`config.mk`:
```
export PLATFORM = sky130hd
export DESIGN_NAME = jellyvl_synctimer_timer_flat
export DESIGN_NICKNAME = d
export VERILOG_FILES = /design/src/rtl/jellyvl_synctimer_pkg.sv /design/src/rtl/jellyvl_synctimer_timer_if.sv /design/src/rtl/jellyvl_synctimer_step_gen.sv /design/src/rtl/jellyvl_synctimer_timer.sv /design/src/flat_wrapper.sv
export SDC_FILE = /design/constraint.sdc
export NUM_CORES = 1
export LEC_CHECK = 0
export BUFFER_PORTS_ARGS = -buffer_cell sky130_fd_sc_hd__buf_4
export CAP_MARGIN = 0
export CORE_MARGIN = 10
export CORE_UTILIZATION = 50
export CTS_BUF_LIST = sky130_fd_sc_hd__clkbuf_8
export DETAILED_ROUTE_END_ITERATION = 8
export HOLD_SLACK_MARGIN = 0.12
export PLACE_DENSITY = 0.8
export SYNTH_ARGS = -nofsm -noshare
export SYNTH_HDL_FRONTEND = slang
export SYNTH_SLANG_ARGS = --single-unit
export TNS_END_PERCENT = 100
```
`constraint.sdc`:
```
create_clock -name clk -period 4.1 [get_ports clk]
set_input_delay 0.82 -clock clk [delete_from_list [all_inputs] [get_ports clk]]
set_output_delay 0.82 -clock clk [all_outputs]
set_load 0.02 [all_outputs]
```
`src/rtl/jellyvl_synctimer_pkg.sv`:
```
// Shared types and step arithmetic helpers for the synctimer subsystem.
// Step constants depend on per-instance NUMERATOR/DENOMINATOR, so helpers are functions.
package jellyvl_synctimer_pkg;

    localparam int unsigned DEFAULT_TIMER_WIDTH = 64;
    localparam int unsigned DEFAULT_NUMERATOR   = 10;
    localparam int unsigned DEFAULT_DENOMINATOR = 3;

    typedef logic [DEFAULT_TIMER_WIDTH-1:0] t_time;

    function automatic int unsigned calc_step_int(input int unsigned num, input int unsigned den);
        return num / den;
    endfunction

    function automatic int unsigned calc_step_frac(input int unsigned num, input int unsigned den);
        return num % den;
    endfunction

    function automatic int unsigned calc_frac_width(input int unsigned den);
        return (den < 2) ? 1 : $clog2(den + 1);
    endfunction

    localparam int unsigned STEP_INT  = calc_step_int(DEFAULT_NUMERATOR, DEFAULT_DENOMINATOR);
    localparam int unsigned STEP_FRAC = calc_step_frac(DEFAULT_NUMERATOR, DEFAULT_DENOMINATOR);

endpackage

```
`src/rtl/jellyvl_synctimer_timer_if.sv`:
```
// Set / adjust-token / local-time bundle between the adjuster side (master) and the timer (slave).
interface jellyvl_synctimer_timer_if #(
    parameter int unsigned TIMER_WIDTH = 64
);
    logic [TIMER_WIDTH-1:0] set_time;
    logic                   set_valid;
    logic                   adjust_sign;
    logic                   adjust_valid;
    logic                   adjust_ready;
    logic [TIMER_WIDTH-1:0] current_time;

    modport master (
        output set_time, set_valid, adjust_sign, adjust_valid,
        input  adjust_ready, current_time
    );

    modport slave (
        input  set_time, set_valid, adjust_sign, adjust_valid,
        output adjust_ready, current_time
    );
endinterface

```
`src/rtl/jellyvl_synctimer_step_gen.sv`:
```
// Fractional step accumulator: emits STEP_INT plus a carry every DENOMINATOR/STEP_FRAC clocks on average.
module jellyvl_synctimer_step_gen
    import jellyvl_synctimer_pkg::*;
#(
    parameter int unsigned NUMERATOR   = 10,
    parameter int unsigned DENOMINATOR = 3,
    parameter int unsigned INC_WIDTH   = 64
) (
    input  logic                 reset,
    input  logic                 clk,
    input  logic                 clear,
    output logic [INC_WIDTH-1:0] increment
);
    localparam int unsigned STEP_I = calc_step_int(NUMERATOR, DENOMINATOR);
    localparam int unsigned STEP_F = calc_step_frac(NUMERATOR, DENOMINATOR);
    localparam int unsigned FW     = calc_frac_width(DENOMINATOR);
    localparam int unsigned SW     = FW + 1;

    logic [FW-1:0] frac_q;
    logic [FW-1:0] frac_d;
    logic [SW-1:0] sum;
    logic          carry;

    always_comb begin
        sum       = {1'b0, frac_q} + SW'(STEP_F);
        carry     = (sum >= SW'(DENOMINATOR));
        frac_d    = carry ? FW'(sum - SW'(DENOMINATOR)) : FW'(sum);
        if (clear) begin
            frac_d = '0;
        end
        increment = INC_WIDTH'(STEP_I) + INC_WIDTH'(carry);
    end

    always_ff @(posedge clk) begin
        if (reset) begin
            frac_q <= '0;
        end else begin
            frac_q <= frac_d;
        end
    end
endmodule

```
`src/rtl/jellyvl_synctimer_timer.sv`:
```
// Local time-of-day counter: fractional nominal step, +/-1 slew per accepted adjust token, absolute set.
module jellyvl_synctimer_timer
    import jellyvl_synctimer_pkg::*;
#(
    parameter int unsigned            TIMER_WIDTH = 64,
    parameter int unsigned            NUMERATOR   = 10,
    parameter int unsigned            DENOMINATOR = 3,
    parameter logic [TIMER_WIDTH-1:0] INIT_TIME   = '0
) (
    input logic                     reset,
    input logic                     clk,
    jellyvl_synctimer_timer_if.slave bus
);
    logic [TIMER_WIDTH-1:0] increment;
    logic [TIMER_WIDTH-1:0] adj;
    logic [TIMER_WIDTH-1:0] time_q;
    logic [TIMER_WIDTH-1:0] time_d;
    logic                   adjust_ready_q;
    logic                   adjust_ready_d;
    logic                   accept;

    jellyvl_synctimer_step_gen #(
        .NUMERATOR   (NUMERATOR),
        .DENOMINATOR (DENOMINATOR),
        .INC_WIDTH   (TIMER_WIDTH)
    ) u_step_gen (
        .reset     (reset),
        .clk       (clk),
        .clear     (bus.set_valid),
        .increment (increment)
    );

    // A token accepted alongside a set is consumed (ready still drops) but has no effect on time.
    always_comb begin
        accept         = bus.adjust_valid && adjust_ready_q;
        adjust_ready_d = !accept;
        adj            = '0;
        if (accept) begin
            adj = bus.adjust_sign ? '1 : TIMER_WIDTH'(1);
        end
        if (bus.set_valid) begin
            time_d = bus.set_time;
        end else begin
            time_d = time_q + increment + adj;
        end
    end

    always_ff @(posedge clk) begin
        if (reset) begin
            time_q         <= INIT_TIME;
            adjust_ready_q <= 1'b0;
        end else begin
            time_q         <= time_d;
            adjust_ready_q <= adjust_ready_d;
        end
    end

    assign bus.adjust_ready = adjust_ready_q;
    assign bus.current_time = time_q;
endmodule

```
`src/flat_wrapper.sv`:
```
// flat-port wrapper written by rule: the top's interface ports become plain ports
module jellyvl_synctimer_timer_flat import jellyvl_synctimer_pkg::*;
#(
    parameter int unsigned            TIMER_WIDTH = 64,
    parameter int unsigned            NUMERATOR   = 10,
    parameter int unsigned            DENOMINATOR = 3,
    parameter logic [TIMER_WIDTH-1:0] INIT_TIME   = '0
)
  (reset, clk, bus_set_time, bus_set_valid, bus_adjust_sign, bus_adjust_valid, bus_adjust_ready, bus_current_time);
  jellyvl_synctimer_timer_if #(.TIMER_WIDTH(TIMER_WIDTH)) bus_i ();
  input logic reset;
  input logic clk;
  input wire logic [$bits(bus_i.set_time)-1:0] bus_set_time;
  input wire logic [$bits(bus_i.set_valid)-1:0] bus_set_valid;
  input wire logic [$bits(bus_i.adjust_sign)-1:0] bus_adjust_sign;
  input wire logic [$bits(bus_i.adjust_valid)-1:0] bus_adjust_valid;
  output wire logic [$bits(bus_i.adjust_ready)-1:0] bus_adjust_ready;
  output wire logic [$bits(bus_i.current_time)-1:0] bus_current_time;
  assign bus_i.set_time = bus_set_time;
  assign bus_i.set_valid = bus_set_valid;
  assign bus_i.adjust_sign = bus_adjust_sign;
  assign bus_i.adjust_valid = bus_adjust_valid;
  assign bus_adjust_ready = bus_i.adjust_ready;
  assign bus_current_time = bus_i.current_time;
  jellyvl_synctimer_timer #(.TIMER_WIDTH(TIMER_WIDTH), .NUMERATOR(NUMERATOR), .DENOMINATOR(DENOMINATOR), .INIT_TIME(INIT_TIME)) u_core (.reset(reset), .clk(clk), .bus(bus_i));
endmodule
```
[After elaboration in Yosys (flattened, before gate mapping)]
Index checks and enable logic that the tools add are counted.
Word-level totals
  register bits after elaboration: 67
  output and inout port bits: 65
  word-level logic and storage cells: 16
  input port bits: 69
Cells by class
  add/sub/neg operators: 5
  reductions and logical operators: 3
  $lt $le $gt $ge: 1
  muxes and demuxes: 4
Operators with widths (number)
  2-to-1 mux 64 bit: 3
  adder 64 x 3 -> 64 bit: 1
  adder 64 bit: 1
  adder 2 x 1 -> 3 bit, first input constant: 1
  adder 2 x 1 -> 3 bit, second input constant: 1
  greater-or-equal comparator 3 x 2 -> 1 bit, second input constant: 1
  2-to-1 mux 2 bit: 1
  OR reduction 2 bit: 1
  subtractor 2 bit, second input constant: 1
  logical AND 1 bit: 1
  logical NOT 1 bit: 1

[Longest topological paths before layout]
Gate-level depths: netlist (run 1).
  depth in word-level cells: 6
  mapped depth: 16
  depth with buffers taken out: 14

[Modules after synthesis]
From an unflattened synthesis (run 1), not the netlist that was laid out.
Second synthesis, totals
  cell total of the unflattened synthesis: 935
  area, all modules: 7773.7 um2
Modules (own cells, without submodules)
  jellyvl_synctimer_timer: times used 1, cells each 864, seq. area each 1301.2 um2, area an instance 7215.7 um2
  jellyvl_synctimer_step_gen: times used 1, cells each 71, seq. area each 40.0 um2, area an instance 558.0 um2

[Worst setup path after synthesis (run 1)]
No wires, ideal clock.
  kind: input-to-reg
  start: input port bus_adjust_sign
  end: register u_core.time_q[48] (netlist: u_core.bus.current_time[48])
  setup time: 86 ps
  stages on the path: 15
  arrival time: 4236 ps
  path buffers: 3
  data required time: 4014 ps
  path slack: -221 ps
  cells stage by stage: and3_1 > clkbuf_1 > clkbuf_1 > clkbuf_1 > xnor2_1 > fa_1 > a21oi_1 > o211ai_2 > and3_1 > o21ba_2 > o21ai_0 > o41ai_2 > a211oi_1 > xor2_1 > a211oi_1
Between the ends
  word-level cells in the longest chain between the ends: 4
RTL lines
  start: declaration: RTL line flat_wrapper.sv:15  | input wire logic [$bits(bus_i.adjust_sign)-1:0] bus_adjust_sign;
  2-to-1 mux 64 bit: RTL line jellyvl_synctimer_timer.sv:39  | adj = bus.adjust_sign ? '1 : TIMER_WIDTH'(1);
  2-to-1 mux 64 bit: RTL line jellyvl_synctimer_timer.sv:38  | if (accept) begin
  adder 64 bit: RTL line jellyvl_synctimer_timer.sv:44  | time_d = time_q + increment + adj;
  2-to-1 mux 64 bit: RTL line jellyvl_synctimer_timer.sv:41  | if (bus.set_valid) begin
  end signal: assignment: RTL line jellyvl_synctimer_timer.sv:53  | time_q <= time_d;
  end: declaration: RTL line jellyvl_synctimer_timer.sv:16  | logic [TIMER_WIDTH-1:0] time_q;
Every way passes these cells.
A chain may end at the register's enable or synchronous reset.

[Worst setup path after layout (run 1)]
  start: input port bus_adjust_valid
  end: register u_core.time_q[63] (netlist: u_core.bus.current_time[63])
Between the ends
  word-level cells in the longest chain between the ends: 4
RTL lines
  start: declaration: RTL line flat_wrapper.sv:16  | input wire logic [$bits(bus_i.adjust_valid)-1:0] bus_adjust_valid;
  logical AND 1 bit: RTL line jellyvl_synctimer_timer.sv:35  | accept = bus.adjust_valid && adjust_ready_q;
  2-to-1 mux 64 bit: RTL line jellyvl_synctimer_timer.sv:38
  adder 64 bit: RTL line jellyvl_synctimer_timer.sv:44
  2-to-1 mux 64 bit: RTL line jellyvl_synctimer_timer.sv:41
Every way passes these cells.

==> summary.txt, run 1 <==
Setup path
  – CP bufs+invs: 3
  – Crit path required time: 4.39 ns
  – Worst Path Max Fanout: 33
  – Crit Path Class: input pin to register
  – CP top delay family: compound AO/OA/AOI/OAI gates
  – R2r setup slk: 0.44 ns
  – CP max stage cell: a221oi_1
  – Worst R2R End: u_core.bus.current_time[63]
  – FF-to-FF path depth: 14
  – Reg2reg start: u_core.bus.adjust_ready
  – Critical path's largest stage delay: 0.46 ns
  – CP arrival: 4.09 ns
  – Critical Path Start Type: input pin
  – CP cell instances: buf_4 > and3_4 > buf_12 > xor2_1 > ha_1 > buf_4 > nand2_1 > o21ai_0 > a221oi_1 > nor4_1 > a211o_1 > a21o_1 > nor2_2 > o21ai_0 > a2111oi_2
  – Crit. End Element: register

GRT
  – Overall Global Routing Usage: 22.0%
  – GRT overflow: 0
  – Global-route wire length before repair: 36200 um
  – Number of global-route vias before repair: 7325
  – Largest net degree at the start of global routing: 50
  – Initial antenna violation count: 0

Yosys
  – Seq cells post-synth: 67
  – Mapped Nets: 1105
  – Synth top cells by count: nand2_1 (122), a21oi_1 (108), xor2_1 (85)
  – Post-synth ARST share: 0%
  – Unique masters post-synth: 73
  – EDFF count, synth: 0
  – Mapped Area: 7060 um^2
  – Gate Count Post-Synth: 969
  – Synth warn: 0
  – Main synth FF type: dfxtp_1
  – Seq/Total Area, Yosys: 19.0%
  – Post-synth top area share: 19.0%
  – Synth area leader: dfxtp_1
  – Ranking of synthesized cells by area: dfxtp_1 (19%), ha_1 (12%), xor2_1 (11%)
  – Most common cell in the synthesized netlist: nand2_1
  – Syn Area/Cell: 7.29 um^2

Floorplanning
  – Chip width: 139 um
  – Starting Density: 50.9%
  – Core box area: 13900 um^2
  – # IOs: 134
  – Die Y: 139 um
  – Die area: 19300 um^2
  – Rows: 43

Flow run
  – Max cap viols: 0

STA
  – Max transition margin: 49.6%
  – Setup TNS: 0 ns
  – Max-slew violations: 0
  – Hold Vio Cnt, Final: 0
  – Skew final: 0.0132 ns
  – Fmax: 0.263 GHz
  – Setup violations, final: 0
  – RSZ-0062 raised after global routing: false
  – Crit share post-route: 92.8%
  – Final period demand of the worst path: 3.81 ns
  – Worst Max-Slew Pin Slew: 0.754 ns
  – Post-layout worst setup margin: 0.294 ns

Status
  – Status: completed

Route
  – DRC Markers: 0
  – Drt first pass iters: 6
  – Drt first-iter violations: 544
  – Vias: 7551
  – Final WL: 22000 um
  – Wire per inst: 16.9 um
  – Via density: 5.80
  – Final antenna-violating net count: 0

Clock tree
  – CTS tree: done
  – H-tree levels: 3
  – # Post-CTS Setup Buffers: 0
  – Clk slew on worst S/H paths: 0.08 ns
  – Clock sink count: 67
  – Root Buffer: clkbuf_8
  – Hold_buf cts: 0
  – CTS resizes: 0
  – Clk_lat worst skew: 0.39 ns
  – CTS Buf Count: 9
  – Maximum root-to-sink buffer count: 2

Cells and area
  – Ant. Diodes: 0
  – Layout cells sized above 1: 20.1%
  – Multi-input logic area: 5400 um^2
  – FF/Latch Area: 1340 um^2
  – Layout net count: 1252
  – Fill count: 1301
  – Area growth, synth to finish: 23.5%

Place
  – GPL Wtd Cong: 0.967
  – Dpl ws: -0.0832 ns
  – Port-buffer cells: 133
  – Hpwl dp: 17000 um

Hold path
  – Worst Hold Launch: u_core.u_step_gen.frac_q[0]
  – Hold Crit Depth: 1
  – Worst hold path type: register to register
  – Hold endpoint: u_core.u_step_gen.frac_q[0]

Power
  – P_leak: 4.28 nW
  – P per Cell Area: 245 nW/um^2
  – Max rail drop VDD: 0.245 mV
  – Design Power: 0.00214 W
## state kept, by name, summed over array words and instances, names as in the netlist
name                      count
u_core.bus.current_time      64
u_core.bus.adjust_ready       1
u_core.u_step_gen.frac_q      2
## cells in the final DEF, fill, tap and decap left out, drive strengths merged, types with 5 or more instances in the layout
cell type	n
nand4	19
or3	7
ha	66
a21oi	109
inv	29
clkbuf	10
and2	63
a31oi	9
mux2i	5
a21o	22
xnor2	26
nand2	122
o21ai	63
and3	11
o21a	7
buf	188
o31ai	6
o21bai	19
xor2	85
a2111oi	6
nor2b	5
nor2	75
dfxtp	67
nand3	22
nor3	10
nor4	8
a211oi	8
## power by group
group	internal [W]	switching, W	leakage (nW)
logic	0.000346	0.000449	3.62
clock network	0.000292	0.000296	0.103
registers	0.000704	0.0000501	0.555
## kinds of logic after synthesis
| group | Yosys count | share of synthesized area [%] |
|---|---|---|
| adders and majority gates | 67 | 12.0 |
| muxes | 5 | 0.709 |
| xor gates and xnor gates | 111 | 13.8 |
| DFF | 67 | 19.0 |
| buffers and inverters | 80 | 4.57 |
| AOI/OAI and AO/OA | 286 | 25.6 |
| and+or+nand+nor | 353 | 24.3 |
## how the worst max path moves through the flow
| stage | start | end | slack, ns | cells past startpoint |
|---|---|---|---|---|
| 5_1_grt | bus_adjust_valid | u_core.bus.current_time[58] | 0.02 | 15 |
| 4_1_cts | bus_adjust_valid | u_core.bus.current_time[63] | 0.33 | 15 |
| 6_report | bus_adjust_valid | u_core.bus.current_time[63] | 0.29 | 15 |
| 3_5_place_dp | bus_adjust_valid | u_core.bus.current_time[63] | -0.08 | 15 |
| 2_1_floorplan | bus_adjust_sign | u_core.bus.current_time[48] | 0.007 | 15 |
| 3_3_place_gp | bus_adjust_valid | u_core.bus.current_time[55] | 0.0005 | 15 |
## worst reg2reg max path: cells and delay by family, from the launching register on
family	cells	cell delay, ns
buf+inv	2	0.39
simple gates	4	0.74
compound gates	6	1.58
fa+ha+maj	1	0.26
xor+xnor	1	0.22
flops	1	0.37
## metrics by stage
| stage | cells | area (um^2) | hold slack (ns) | util [%] |
|---|---|---|---|---|
| after floorplan | 969 | 7070 | 0.414 | - |
| after global placement | 1285 | 8520 | 0.425 | 61.4 |
| after detailed placement | 1285 | 8520 | 0.439 | 61.4 |
| after CTS | 1301 | 8720 | 0.449 | 62.8 |
| after global routing | 1301 | 8720 | 0.497 | 62.8 |
| final | 1301 | 8720 | 0.446 | 62.8 |
## layout make-up
type                            instances  share of cell area [%]
Inverter                               28                    1.21
Clock inverter                          6                   0.646
Tap cell                              180                    2.58
Clock buffer                           10                    1.58
Timing Repair Buffer                  188                    16.6
Multi-Input combinational cell        822                    62.0
Sequential cell                        67                    15.4
## metal layers
layer	up-vias	part of all wire [%]	global-route usage (%)
met5	-	0	0
met4	0	1.8	6.48
met3	30	8.2	6.34
met2	245	45	35.1
met1	3549	45	27.9
li1	3727	-	-
Power figures use the tool's default switching activity.
==> run 2: changes to the inputs <==
--- a/config.mk
+++ b/config.mk
@@ -7,12 +7,14 @@
 export LEC_CHECK = 0
 export BUFFER_PORTS_ARGS = -buffer_cell sky130_fd_sc_hd__buf_4
 export CAP_MARGIN = 0
+export CELL_PAD_IN_SITES_DETAIL_PLACEMENT = 0
+export CELL_PAD_IN_SITES_GLOBAL_PLACEMENT = 1
 export CORE_MARGIN = 10
-export CORE_UTILIZATION = 50
+export CORE_UTILIZATION = 38
 export CTS_BUF_LIST = sky130_fd_sc_hd__clkbuf_8
 export DETAILED_ROUTE_END_ITERATION = 8
 export HOLD_SLACK_MARGIN = 0.12
-export PLACE_DENSITY = 0.8
+export PLACE_DENSITY = 0.84
 export SYNTH_ARGS = -nofsm -noshare
 export SYNTH_HDL_FRONTEND = slang
 export SYNTH_SLANG_ARGS = --single-unit
==> summary.txt, run 2 (synthesized netlist as in run 1, its figures left out) <==
Floorplanning
  – Die area: 24400 um^2 (+27%)
  – # IOs: 134 (unchanged)
  – Core box area: 18100 um^2 (+31%)
  – Die Y: 156 um (+13%)
  – Rows: 49 (+14%)
  – Chip width: 156 um (+13%)
  – Starting Density: 38.9% (-12 points)

Route
  – Wire per inst: 17.3 um (+2.1%)
  – Drt first pass iters: 5 (-1)
  – Drt first-iter violations: 445 (-18%)
  – Via density: 5.41 (-6.9%)
  – Vias: 7466 (-1.1%)
  – Final antenna-violating net count: 0 (unchanged)
  – Final WL: 23900 um (+8.4%)
  – DRC Markers: 0 (unchanged)

Power
  – P per Cell Area: 242 nW/um^2 (-1.2%)
  – P_leak: 4.44 nW (+3.9%)
  – Design Power: 0.00219 W (+2.2%)
  – Max rail drop VDD: 0.150 mV (-39%)

STA
  – Fmax: 0.262 GHz (-0.37%)
  – Max transition margin: 56.6% (+7.0 points)
  – Skew final: 0.0161 ns (+0.00292 ns)
  – Post-layout worst setup margin: 0.280 ns (-0.0140 ns)
  – Final period demand of the worst path: 3.82 ns (+0.0140 ns)
  – Worst Max-Slew Pin Slew: 0.651 ns (-0.103 ns)
  – Crit share post-route: 93.2% (+0.34 points)
  – Max-slew violations: 0 (unchanged)
  – Hold Vio Cnt, Final: 0 (unchanged)
  – Setup violations, final: 0 (unchanged)
  – RSZ-0062 raised after global routing: false

GRT
  – Overall Global Routing Usage: 19.0% (-3.0 points)
  – Global-route wire length before repair: 37700 um (+4.0%)
  – Largest net degree at the start of global routing: 50 (unchanged)
  – Number of global-route vias before repair: 7426 (+1.4%)
  – GRT overflow: 0 (unchanged)
  – Initial antenna violation count: 0 (unchanged)

Setup path
  – Worst R2R End: u_core.bus.current_time[61]
  – Reg2reg start: u_core.bus.adjust_ready
  – Crit. End Element: register
  – FF-to-FF path depth: 14 (unchanged)
  – Worst Path Max Fanout: 37 (+12%)
  – Critical Path Start Type: input pin
  – CP arrival: 4.07 ns (-0.02 ns)
  – Crit Path Class: input pin to register
  – Crit path required time: 4.35 ns (-0.04 ns)
  – R2r setup slk: 0.44 ns (about the same)

Clock tree
  – CTS Buf Count: 9 (unchanged)
  – Hold_buf cts: 0 (unchanged)
  – Root Buffer: clkbuf_8
  – Clock sink count: 67 (unchanged)
  – # Post-CTS Setup Buffers: 0 (unchanged)
  – Clk slew on worst S/H paths: 0.08 ns (about the same)
  – CTS resizes: 0 (unchanged)
  – Maximum root-to-sink buffer count: 2 (unchanged)
  – Clk_lat worst skew: 0.38 ns (about the same)
  – H-tree levels: 3 (unchanged)
  – CTS tree: done

Hold path
  – Hold Crit Depth: 1 (unchanged)
  – Worst hold path type: register to register
  – Worst Hold Launch: u_core.u_step_gen.frac_q[0]
  – Hold endpoint: u_core.u_step_gen.frac_q[0]

Cells and area
  – Commonest non-fill, non-tap cell in the layout: buf_4
  – Max reg flops: 64 (unchanged)
  – Layout net count: 1283 (+2.5%)
  – Final instance area: 9020 um^2 (+3.5%)
  – Most frequent cells in the layout: buf_4 (216), nand2_1 (122), a21oi_1 (108), xor2_1 (85), nor2_1 (73)
  – Ant. Diodes: 0 (unchanged)
  – Layout cells sized above 1: 22.2% (+2.2 points)
  – Area growth, synth to finish: 27.8%

Place
  – Placed cell area: 8820 um^2 (+3.4%)
  – GPL Wtd Cong: 0.912 (-5.7%)
  – Hpwl dp: 18700 um (+10%)
  – Dpl ws: -0.0908 ns (-0.00768 ns)
  – Port-buffer cells: 133 (unchanged)

Flow run
  – Max cap viols: 0 (unchanged)

Status
  – Status: completed
run 2: cell count changes in the layout (fill, tap and decap cells not counted):
cell	previous run	this run
clkbuf_8	10	11
buf_4	185	216
clkinvlp_4	1	0
clkinv_4	0	1
clkinv_2	3	2
run 2: report_power, final:
part	internal (W)	switching, W	leakage [nW]	total, W
Clock	0.000311	0.000299	0.110	0.000611
Combinational	0.000362	0.000458	3.78	0.000819
Sequential	0.000704	0.0000516	0.555	0.000756
run 2: routing by layer:
layer | global-route usage [%] | share of wire [%] | vias to the layer above
met2 | 30.2 | 43 | 205
met1 | 24.6 | 47 | 3448
met5 | 0 | 0 | -
met3 | 5.21 | 7.8 | 30
li1 | - | - | 3783
met4 | 5.17 | 1.7 | 0
run 2: how the worst max path moves through the flow:
stage                                start                          end  slack (ns)  cells past startpoint
after floorplan            bus_adjust_sign  u_core.bus.current_time[48]       0.007                     15
after CTS                 bus_adjust_valid  u_core.bus.current_time[61]        0.28                     15
after global routing      bus_adjust_valid  u_core.bus.current_time[61]        0.03                     15
after detailed placement  bus_adjust_valid  u_core.bus.current_time[61]       -0.09                     15
after global placement     bus_adjust_sign  u_core.bus.current_time[43]       -0.04                     15
final                     bus_adjust_valid  u_core.bus.current_time[61]        0.28                     15
run 2: cell type report:
class	instances	area [um^2]
Clock inverter	5	52.6
Inverter	28	105
Tap cell	229	287
Fill cell	1874	9130
Multi-Input combinational cell	822	5400
Timing Repair Buffer	219	1680
Clock buffer	11	151
Sequential cell	67	1340
run 2: per-stage QoR:
step | util, % | TNS, ns | hold WS (ns) | cells
after floorplan | - | 0 | 0.414 | 969
after global placement | 48.6 | -0.0448 | 0.422 | 1365
after detailed placement | 48.6 | -0.165 | 0.436 | 1365
after CTS | 49.7 | 0 | 0.448 | 1381
after global routing | 49.7 | 0 | 0.476 | 1381
final | 49.7 | 0 | 0.447 | 1381
run 2: critical path: stages:
cell	delay (ns)
buf_4	0.08
and3_4	0.25
buf_12	0.18
buf_12	0.21
xor2_1	0.18
ha_1	0.31
and4_1	0.23
nand3_1	0.17
nor2_1	0.07
a2111oi_0	0.45
o31ai_1	0.18
and3_1	0.21
a2111oi_1	0.44
xor2_1	0.19
o21ai_1	0.07
==> run 3: changes to the inputs <==
--- a/config.mk
+++ b/config.mk
@@ -10,11 +10,11 @@
 export CELL_PAD_IN_SITES_DETAIL_PLACEMENT = 0
 export CELL_PAD_IN_SITES_GLOBAL_PLACEMENT = 1
 export CORE_MARGIN = 10
-export CORE_UTILIZATION = 38
-export CTS_BUF_LIST = sky130_fd_sc_hd__clkbuf_8
+export CORE_UTILIZATION = 37
 export DETAILED_ROUTE_END_ITERATION = 8
 export HOLD_SLACK_MARGIN = 0.12
-export PLACE_DENSITY = 0.84
+export MAX_ROUTING_LAYER = met4
+export PLACE_DENSITY = 0.82
 export SYNTH_ARGS = -nofsm -noshare
 export SYNTH_HDL_FRONTEND = slang
 export SYNTH_SLANG_ARGS = --single-unit
==> summary.txt, run 3 (synthesized netlist as in run 1, its figures left out) <==
Status
  – Status: completed

Clock tree
  – Clk slew on worst S/H paths: 0.07 ns (about the same)
  – Root Buffer: clkbuf_16
  – CTS Buf Count: 9 (unchanged)
  – H-tree levels: 3 (unchanged)
  – Clock sink count: 67 (unchanged)
  – Maximum root-to-sink buffer count: 2 (unchanged)
  – Clk_lat worst skew: 0.35 ns (-0.03 ns)
  – Hold_buf cts: 0 (unchanged)
  – CTS tree: done

GRT
  – Overall Global Routing Usage: 19.9% (+0.91 points)
  – Largest net degree at the start of global routing: 50 (unchanged)
  – Global-route wire length before repair: 38700 um (+2.9%)
  – GRT overflow: 0 (unchanged)
  – Initial antenna violation count: 0 (unchanged)
  – Number of global-route vias before repair: 7482 (+0.75%)

Route
  – Vias: 7570 (+1.4%)
  – DRC Markers: 0 (unchanged)
  – Final antenna-violating net count: 0 (unchanged)
  – Via density: 5.36 (-0.90%)
  – Final WL: 24300 um (+1.9%)
  – Wire per inst: 17.2 um (-0.41%)
  – Drt first pass iters: 5 (unchanged)
  – Drt first-iter violations: 408 (-8.3%)

Power
  – P_leak: 4.61 nW (+3.8%)
  – P per Cell Area: 261 nW/um^2 (+7.7%)
  – Sequential power share: 31.0% (-3.6 points)
  – Internal Pwr Total: 0.00159 W (+15%)
  – Design Power: 0.00244 W (+12%)
  – Switch share: 34.8% (-2.2 points)
  – NetSw: 0.000848 W (+4.9%)
  – Combinational share of power: 34.5% (-3.0 points)
  – Max rail drop VDD: 0.183 mV (+22%)
  – Clock power share: 34.5% (+6.6 points)

Cells and area
  – Commonest non-fill, non-tap cell in the layout: buf_4
  – Max reg flops: 64 (unchanged)
  – Most frequent cells in the layout: buf_4 (243), nand2_1 (122), a21oi_1 (108), xor2_1 (85), nor2_1 (73)
  – Layout cells sized above 1: 24.0% (+1.8 points)
  – Ant. Diodes: 0 (unchanged)
  – Layout net count: 1310 (+2.1%)
  – Area growth, synth to finish: 32.3%
  – Final Util: 49.8% (+0.056 points)

Setup path
  – Crit Path Class: input pin to register
  – Worst Path Max Fanout: 27 (-27%)
  – Critical Path Start Type: input pin
  – CP arrival: 4.11 ns (+0.04 ns)
  – Crit path required time: 4.34 ns (about the same)
  – Crit. End Element: register

Place
  – GPL Wtd Cong: 0.996 (+9.2%)
  – Port-buffer cells: 133 (unchanged)
  – Hpwl dp: 19200 um (+2.8%)

Floorplanning
  – Die Y: 158 um (+1.2%)
  – Chip width: 158 um (+1.2%)
  – # IOs: 134 (unchanged)
  – Rows: 50 (+2.0%)
  – Starting Density: 37.6% (-1.3 points)
  – Core box area: 18800 um^2 (+3.4%)
  – Die area: 25000 um^2 (+2.4%)

Flow run
  – Max cap viols: 0 (unchanged)

STA
  – Worst Max-Slew Pin Slew: 0.683 ns (+0.0321 ns)
  – Max-slew violations: 0 (unchanged)
  – Setup violations, final: 0 (unchanged)
  – RSZ-0062 raised after global routing: false
  – Setup TNS: 0 ns (unchanged)
  – Fmax: 0.258 GHz (-1.3%)
  – Crit share post-route: 94.4% (+1.2 points)
  – Skew final: 0.00893 ns (-0.00719 ns)
  – Final period demand of the worst path: 3.87 ns (+0.0497 ns)
  – Hold Vio Cnt, Final: 0 (unchanged)
  – Max transition margin: 54.3% (-2.3 points)

Hold path
  – Worst hold path type: register to register
[run 3: cell count changes in the layout (fill, tap and decap cells not counted), sizes merged]
cell / change
clkbuf: +1
inv: -1
buf: +27
[run 3: stage by stage]
stage / std cells / area (um^2) / setup slack [ns] / hold slack [ns]
2_1_floorplan: 969 / 7070 / 0.00740 / 0.414
3_3_place_gp: 1397 / 9030 / -0.0399 / 0.425
3_5_place_dp: 1397 / 9030 / -0.0728 / 0.435
4_1_cts: 1413 / 9330 / 0.255 / 0.443
5_1_grt: 1413 / 9340 / 0.00667 / 0.486
6_report: 1413 / 9340 / 0.231 / 0.442
[run 3: cell type report]
cell class                 instances  area (um^2)
tap                              234          293
timing repair buffer             246         1880
multi-input combinational        822         5410
sequential                        67         1340
inverter                          28          105
clock inverter                     4         48.8
fill                            1951         9430
clock buffer                      12          256
[run 3: power by group through the flow]
| stage | Sequential (W) | Combinational [W] | Clock (W) |
|---|---|---|---|
| floorplan | 0.000821 | 0.000441 | 0 |
| detailed placement | 0.000769 | 0.000837 | 0 |
| global placement | 0.000770 | 0.000833 | 0 |
| finish | 0.000755 | 0.000842 | 0.000840 |
| CTS | 0.000756 | 0.000844 | 0.000850 |
| global route | 0.000763 | 0.000930 | 0.000878 |
[run 3: worst max-delay path, stage by stage]
cell	delay, ns
buf_4	0.08
and3_4	0.30
buf_12	0.21
xor2_1	0.16
ha_1	0.32
a21oi_1	0.22
o21ai_0	0.14
a221oi_1	0.47
nor4_1	0.11
a211o_1	0.33
a21o_1	0.22
nor2_2	0.21
o21ai_0	0.14
a2111oi_2	0.34
[run 3: timing repair]
item | 4_1_cts | 5_1_grt
setup endpoints to repair | 0 | 3
setup buffers | 0 | 0
resized for setup | 0 | 2
[run 3: path summary, 6_finish.rpt]
kind	start	end	slack (ns)	depth (start not counted)
worst max-delay path	bus_adjust_valid	u_core.bus.current_time[63]	0.23	14
worst min-delay path	u_core.u_step_gen.frac_q[0]	u_core.u_step_gen.frac_q[0]	0.44	1
worst max register to register	u_core.bus.adjust_ready	u_core.bus.current_time[63]	0.43	13
worst min register to register	u_core.u_step_gen.frac_q[0]	u_core.u_step_gen.frac_q[0]	0.44	1
[run 3: metal layers]
metal | vias to the layer above | track usage [%] | wire [um]
met2 | 203 | 31.3 | 10900
li1 | 3856 | - | -
met1 | 3489 | 25.6 | 11500
met3 | 22 | 4.21 | 1590
met5 | - | - | 0
met4 | 0 | 4.46 | 323
